## config.mk

```make
export PLATFORM = sky130hd
export DESIGN_NAME = spi_slave_param
export DESIGN_NICKNAME = d
export VERILOG_FILES = /design/src/rtl/spi_slave_pkg.sv /design/src/rtl/spi_shift_reg.sv /design/src/rtl/spi_slave_param.sv
export SDC_FILE = /design/constraint.sdc
export NUM_CORES = 1
export LEC_CHECK = 0
export ABC_CLOCK_PERIOD_IN_PS = 1700
export CAP_MARGIN = 20
export CORE_MARGIN = 4
export CORE_UTILIZATION = 39
export CTS_CLUSTER_SIZE = 25
export DETAILED_ROUTE_END_ITERATION = 16
export SLEW_MARGIN = 20
export SYNTH_ARGS = -nofsm -noshare
export SYNTH_HDL_FRONTEND = slang
export SYNTH_SLANG_ARGS = --single-unit
```

## constraint.sdc

```tcl
create_clock -name clk -period 1.7 [get_ports clk]
set_input_delay 0.34 -clock clk [delete_from_list [all_inputs] [get_ports clk]]
set_output_delay 0.34 -clock clk [all_outputs]
set_load 0.03 [all_outputs]
```

## src/rtl/spi_slave_pkg.sv

```systemverilog
// Shared types and helpers for the parametrised SPI slave.
// FSM state encodings are plain constants so older tools can consume them.
package spi_slave_pkg;

  typedef logic [2:0] state_t;

  localparam state_t ST_IDLE      = 3'd0;
  localparam state_t ST_CMD       = 3'd1;
  localparam state_t ST_WRITE     = 3'd2;
  localparam state_t ST_READ_ADD  = 3'd3;
  localparam state_t ST_READ_DATA = 3'd4;
  localparam state_t ST_WAIT_TX   = 3'd5;
  localparam state_t ST_TX_SHIFT  = 3'd6;
  localparam state_t ST_DONE      = 3'd7;

  typedef enum logic [1:0] {
    CMD_WR_ADDR = 2'b00,
    CMD_WR_DATA = 2'b01,
    CMD_RD_ADDR = 2'b10,
    CMD_RD_DATA = 2'b11
  } cmd_t;

  // Bit counter only ever holds values 0..max(cw,dw).
  function automatic int cnt_width(input int cw, input int dw);
    return $clog2(((cw > dw) ? cw : dw) + 1);
  endfunction

endpackage

```

## src/rtl/spi_shift_reg.sv

```systemverilog
// Generic MSB-first shift register with parallel load (load wins over shift).
module spi_shift_reg #(
  parameter int W = 8
) (
  input  logic         clk,
  input  logic         rst_n,
  input  logic         load,
  input  logic [W-1:0] load_data,
  input  logic         shift_en,
  input  logic         shift_in,
  output logic [W-1:0] q
);

  always_ff @(posedge clk or negedge rst_n) begin
    if (!rst_n) begin
      q <= '0;
    end else if (load) begin
      q <= load_data;
    end else if (shift_en) begin
      q <= {q[W-2:0], shift_in};
    end
  end

endmodule

```

## src/rtl/spi_slave_param.sv

```systemverilog
// SPI slave oversampled at clk: CW command bits then DW payload bits, MSB first,
// with a ready/valid read-data handshake, abort detection and optional read-address check.
//
//   state      | meaning
//   IDLE       | waiting for SS_n low, MISO forced 0
//   CMD        | shifting in command bits
//   WRITE      | shifting in write payload
//   READ_ADD   | shifting in read address
//   READ_DATA  | shifting in read-data command payload
//   WAIT_TX    | tx_ready high, waiting for tx_valid
//   TX_SHIFT   | driving DW bits on MISO
//   DONE       | frame over, waiting for SS_n high
module spi_slave_param #(
  parameter int DW         = 8,
  parameter int CW         = 2,
  parameter bit CHECK_ADDR = 1'b1
) (
  input  logic             clk,
  input  logic             rst_n,
  input  logic             SS_n,
  input  logic             MOSI,
  output logic             MISO,
  output logic [CW+DW-1:0] rx_data,
  output logic             rx_valid,
  input  logic [DW-1:0]    tx_data,
  input  logic             tx_valid,
  output logic             tx_ready,
  output logic             frame_err,
  output logic             busy
);
  import spi_slave_pkg::*;

  localparam int CNT_W = cnt_width(CW, DW);
  localparam int FW    = CW + DW;

  state_t           state, state_n;
  logic [CNT_W-1:0] cnt, cnt_n;
  logic [FW-1:0]    rx_q;
  logic [DW-1:0]    tx_q;
  cmd_t             cmd_dec;
  logic             addr_seen, miso_n, err_n, abort;
  logic             shift_rx, load_tx, shift_tx, last_ok, set_addr, clr_addr;
  logic             cap_pend, val_pend;

  // Command and payload share one shift register, so after the last bit it already holds {cmd, payload}.
  spi_shift_reg #(.W(FW)) u_rx_shift (
    .clk       (clk),
    .rst_n     (rst_n),
    .load      (1'b0),
    .load_data ({FW{1'b0}}),
    .shift_en  (shift_rx),
    .shift_in  (MOSI),
    .q         (rx_q)
  );

  spi_shift_reg #(.W(DW)) u_tx_shift (
    .clk       (clk),
    .rst_n     (rst_n),
    .load      (load_tx),
    .load_data (tx_data),
    .shift_en  (shift_tx),
    .shift_in  (1'b0),
    .q         (tx_q)
  );

  assign cmd_dec  = cmd_t'({rx_q[0], MOSI});
  assign abort    = SS_n && (state != ST_IDLE) && (state != ST_DONE);
  assign busy     = (state != ST_IDLE);
  assign tx_ready = (state == ST_WAIT_TX);

  always_comb begin
    state_n  = state;
    cnt_n    = cnt;
    miso_n   = MISO;
    err_n    = 1'b0;
    shift_rx = 1'b0;
    load_tx  = 1'b0;
    shift_tx = 1'b0;
    last_ok  = 1'b0;
    set_addr = 1'b0;
    clr_addr = 1'b0;
    if (abort) begin
      state_n = ST_IDLE;
      cnt_n   = '0;
      miso_n  = 1'b0;
      err_n   = 1'b1;
    end else begin
      case (state)
        ST_IDLE: begin
          miso_n = 1'b0;
          if (!SS_n) begin
            state_n = ST_CMD;
            cnt_n   = CNT_W'(CW);
          end
        end
        ST_CMD: begin
          shift_rx = 1'b1;
          cnt_n    = cnt - CNT_W'(1);
          if (cnt == CNT_W'(1)) begin
            cnt_n = CNT_W'(DW);
            case (cmd_dec)
              CMD_RD_ADDR: state_n = ST_READ_ADD;
              CMD_RD_DATA: begin
                if (CHECK_ADDR && !addr_seen) begin
                  state_n = ST_DONE;
                  cnt_n   = '0;
                  err_n   = 1'b1;
                end else begin
                  state_n = ST_READ_DATA;
                end
              end
              default: state_n = ST_WRITE;
            endcase
          end
        end
        ST_WRITE, ST_READ_ADD, ST_READ_DATA: begin
          shift_rx = 1'b1;
          cnt_n    = cnt - CNT_W'(1);
          if (cnt == CNT_W'(1)) begin
            last_ok  = 1'b1;
            cnt_n    = '0;
            set_addr = (state == ST_READ_ADD);
            state_n  = (state == ST_READ_DATA) ? ST_WAIT_TX : ST_DONE;
          end
        end
        ST_WAIT_TX: begin
          if (tx_valid) begin
            load_tx = 1'b1;
            state_n = ST_TX_SHIFT;
            cnt_n   = CNT_W'(DW);
          end
        end
        ST_TX_SHIFT: begin
          miso_n   = tx_q[DW-1];
          shift_tx = 1'b1;
          cnt_n    = cnt - CNT_W'(1);
          if (cnt == CNT_W'(1)) begin
            state_n  = ST_DONE;
            cnt_n    = '0;
            clr_addr = 1'b1;
          end
        end
        ST_DONE: begin
          if (SS_n) begin
            state_n = ST_IDLE;
            miso_n  = 1'b0;
          end
        end
        default: state_n = ST_IDLE;
      endcase
    end
  end

  // rx_data is copied one cycle after the last bit and rx_valid follows a cycle later.
  always_ff @(posedge clk or negedge rst_n) begin
    if (!rst_n) begin
      state     <= ST_IDLE;
      cnt       <= '0;
      MISO      <= 1'b0;
      frame_err <= 1'b0;
      addr_seen <= 1'b0;
      cap_pend  <= 1'b0;
      val_pend  <= 1'b0;
      rx_data   <= '0;
      rx_valid  <= 1'b0;
    end else begin
      state     <= state_n;
      cnt       <= cnt_n;
      MISO      <= miso_n;
      frame_err <= err_n;
      if (set_addr) begin
        addr_seen <= 1'b1;
      end else if (clr_addr) begin
        addr_seen <= 1'b0;
      end
      cap_pend <= last_ok;
      val_pend <= cap_pend;
      if (cap_pend) begin
        rx_data <= rx_q;
      end
      rx_valid <= val_pend;
    end
  end

endmodule

```

==> results of run 1 <==
## worst reg2reg max path, stage by stage (launching register included)
cell and delay [ns]:
dfrtp_1 0.39, inv_1 0.08, ha_1 0.18, or3b_4 0.45
o31ai_1 0.28, a311oi_1 0.13
## placed cells by master, fill, tap and decap left out, drive strengths merged, types with 2 or more instances in the layout
cell,Yosys,layout
mux2i,3,3
mux2,21,21
nor2,10,10
buf,4,26
clkbuf,4,6
a21oi,5,5
a311oi,2,2
dfrtp,41,41
inv,5,5
nor2b,2,2
ha,2,2
nand2,12,12
dlymetal6s2s,0,2
nor3,7,7
o21ai,7,7
nand3,5,5
clkdlybuf4s50,0,22
a22o,6,6
o31ai,2,2
a21o,5,5
nor4,2,2
## routing by layer
layer	vias up	global-route usage [%]	part of all wire, %
met3	6	3.98	4.5
met4	0	2.67	0.87
met5	-	0	0
li1	665	-	-
met2	28	21.3	48
met1	673	18.0	46
## power by group through the flow
stage	sequential [mW]	clock, mW	combinational, mW
2_1_floorplan	1.29	0	0.290
3_3_place_gp	1.27	0	0.502
3_5_place_dp	1.28	0	0.521
4_1_cts	1.27	0.654	0.526
5_1_grt	1.30	0.700	0.579
6_report	1.27	0.636	0.526
## state kept, by name, indices dropped and copies added (netlist names)
signal,count
MISO,1
frame_err,1
rx_data,10
rx_valid,1
u_tx_shift.q,8
u_rx_shift.q,10
addr_seen,1
cap_pend,1
state,3
val_pend,1
cnt,4
## how the worst max path moves through the flow
stage | start | end | slack (ns) | depth (start not counted)
CTS | MISO | MISO | 0.02 | 1
global placement | SS_n | cnt[1] | -0.12 | 6
global route | state[0] | busy | -0.005 | 3
finish | MISO | MISO | 0.03 | 1
floorplan | state[0] | u_rx_shift.q[0] | 0.10 | 5
detailed placement | SS_n | cnt[1] | -0.19 | 6
## area by class of cell
class,count,area (sq um),share of cell area (%)
repair buffers,51,474,19.1
well taps,52,65.1,2.62
inverters,5,18.8,0.756
clock inverters,1,7.51,0.303
flip-flops and latches,41,1030,41.4
clock buffers,6,82.6,3.33
multi-input cells,105,806,32.5
## cell families (layout without fill, tap and decap cells)
group | after synthesis | in the layout | share of synthesized area, %
AOI/OAI and AO/OA | 32 | 32 | 11.9
adders and majority gates | 2 | 2 | 1.34
buffers and inverters | 13 | 63 | 3.02
DFF | 41 | 41 | 55.1
muxes | 24 | 24 | 14.3
and+or+nand+nor | 47 | 47 | 14.4
## per-stage QoR
step	setup TNS, ns	power, mW	instances	setup WS, ns	cell area (sq um)
5_1_grt	-0.00509	2.58	261	-0.00509	2480
4_1_cts	0	2.45	261	0.0201	2460
3_5_place_dp	-2.27	1.81	254	-0.192	2360
3_3_place_gp	-1.75	1.77	254	-0.121	2360
6_report	0	2.43	261	0.0323	2480
2_1_floorplan	0	1.58	159	0.105	1860
==> flow_metrics.py, run 1 <==
metrics = {
    "run_status": {
        "status": "finished clean",
    },
    "sta": {
        "finalSetupViolCount": 0,
        "slew_violations": 0,
        "period_share_pct": 98.1,
        "fin_skew_ns": 0.00469,
        "slew_headroom_pct": 67.2,
        "fmax_mhz": 600,
        "whs_ns": 0.00500,
        "hold_viol_final": 0,
        "rsz0062_at_grt": "true",
        "tightest_slew_ns": 0.492,
        "min_period_ns": 1.67,
    },
    "yosys": {
        "syn_area_sq_um": 1860,
        "yosys.area.top_type": "dfrtp_1",
        "yosys-top-cells-area": "dfrtp_1 (55%), mux2_2 (13%), a22o_1 (2.8%)",
        "ys_seq_area_share_pct": 55.1,
        "ys_seq_elements": 41,
        "synth_nets": 174,
        "synth_top_area_share_pct": 55.1,
        "synth_common_cells": "dfrtp_1 (41), mux2_2 (21), nand2_1 (12)",
        "syn_area_per_cell_sq_um": 11.7,
        "ys_warn_count": 0,
        "async_flop_share_pct": 100,
        "ys.flop_type": "dfrtp_1",
        "yosys.cell_types.count": 38,
        "synth_most_common_cell": "dfrtp_1",
        "synth_edf_count": 0,
        "syn_inst": 159,
    },
    "worst_setup_path": {
        "crit_family": "buffers and inverters",
        "rr_startpoint": "cnt[1]",
        "critPathKind": "reg -> out",
        "reg2reg_slack_ns": 0.08,
        "r2r_end": "state[0]",
        "path_cells": "clkdlybuf4s50_1",
        "cp-start-kind": "flop",
        "crit_fanout": 3,
        "critPathRequiredTime_ns": 1.36,
        "cp-end-kind": "output pin",
        "worstPathArrival_ns": 1.33,
        "path_buf_inv": 1,
        "rr_worst_depth": 5,
        "max_stage_delay_ns": 0.67,
        "cpMaxStageDelayCell": "clkdlybuf4s50_1",
    },
    "final_layout": {
        "n_antenna_cell": 0,
        "filler_cell_count": 377,
        "nNetsFinal": 224,
        "final_util_pct": 55.5,
        "drive_gt1_share_pct": 31.6,
        "syn2layout_area_growth_pct": 33.2,
    },
    "pwr": {
        "p_int_mw": 1.76,
        "p_comb_share_pct": 21.6,
        "p_per_area_nw_per_um2": 979,
        "clkPwrFrac_pct": 26.2,
        "ir_drop_v": 0.000600,
        "switching_share_pct": 27.7,
        "p_switching_mw": 0.672,
        "leakage_nw": 1.19,
        "power_frac_seq_pct": 52.2,
    },
    "route": {
        "dr.pass1.iters": 4,
        "avgViaCountPerCell": 5.26,
        "vias": 1372,
        "drcViolationCount": 0,
        "postRouteAntennaNets": 0,
        "wire_per_inst_um": 14.2,
        "first_iter_violations": 29,
        "wirelength_mm": 3.69,
    },
    "floorplan": {
        "die_x_um": 77.1,
        "num_rows": 24,
        "fp.dieH_um": 77.1,
        "boundaryPins": 28,
        "coreArea_sq_um": 4470,
        "die_area_sq_um": 5950,
        "floorplan.initialDensity_pct": 41.6,
    },
    "clock_network": {
        "cts-buffers-inserted": 5,
        "cts_resized": 5,
        "h-tree-depth": 2,
        "post_cts_buffers": 0,
        "root_buffer": "clkbuf_8",
        "clkTransAtPathRegs_ns": 0.08,
        "cts_sinks": 41,
        "cts_tree": "built",
        "cts_buffer_depth": 2,
        "clk_latency_ns": 0.28,
        "hold_buffers": 0,
    },
    "placement": {
        "port_buffers": 27,
        "place_congestion": 0.811,
        "dp_hpwl_mm": 2.77,
    },
    "global_routing": {
        "antenna_found_initial": 0,
        "grt_start_max_net_pins": 22,
        "grt_pass1_wl_mm": 6.50,
        "grt-ovfl-total": 0,
        "globalRouteTotalUtil_pct": 13.3,
        "grt_pass1_vias": 1376,
    },
    "worst_hold_path": {
        "hold_class": "in -> async",
    },
    "flow_run": {
        "drv_cap": 0,
    },
}
No activity file was read; power rests on OpenSTA's default activity.
==> inputs of run 2 (changes only) <==
--- a/config.mk
+++ b/config.mk
@@ -6,9 +6,9 @@
 export NUM_CORES = 1
 export LEC_CHECK = 0
 export ABC_CLOCK_PERIOD_IN_PS = 1700
-export CAP_MARGIN = 20
 export CORE_MARGIN = 4
 export CORE_UTILIZATION = 39
+export CTS_BUF_LIST = sky130_fd_sc_hd__clkbuf_8
 export CTS_CLUSTER_SIZE = 25
 export DETAILED_ROUTE_END_ITERATION = 16
 export SLEW_MARGIN = 20
==> results of run 2 <==
The final DEF is identical to that of run 1; final timing and power are the same.
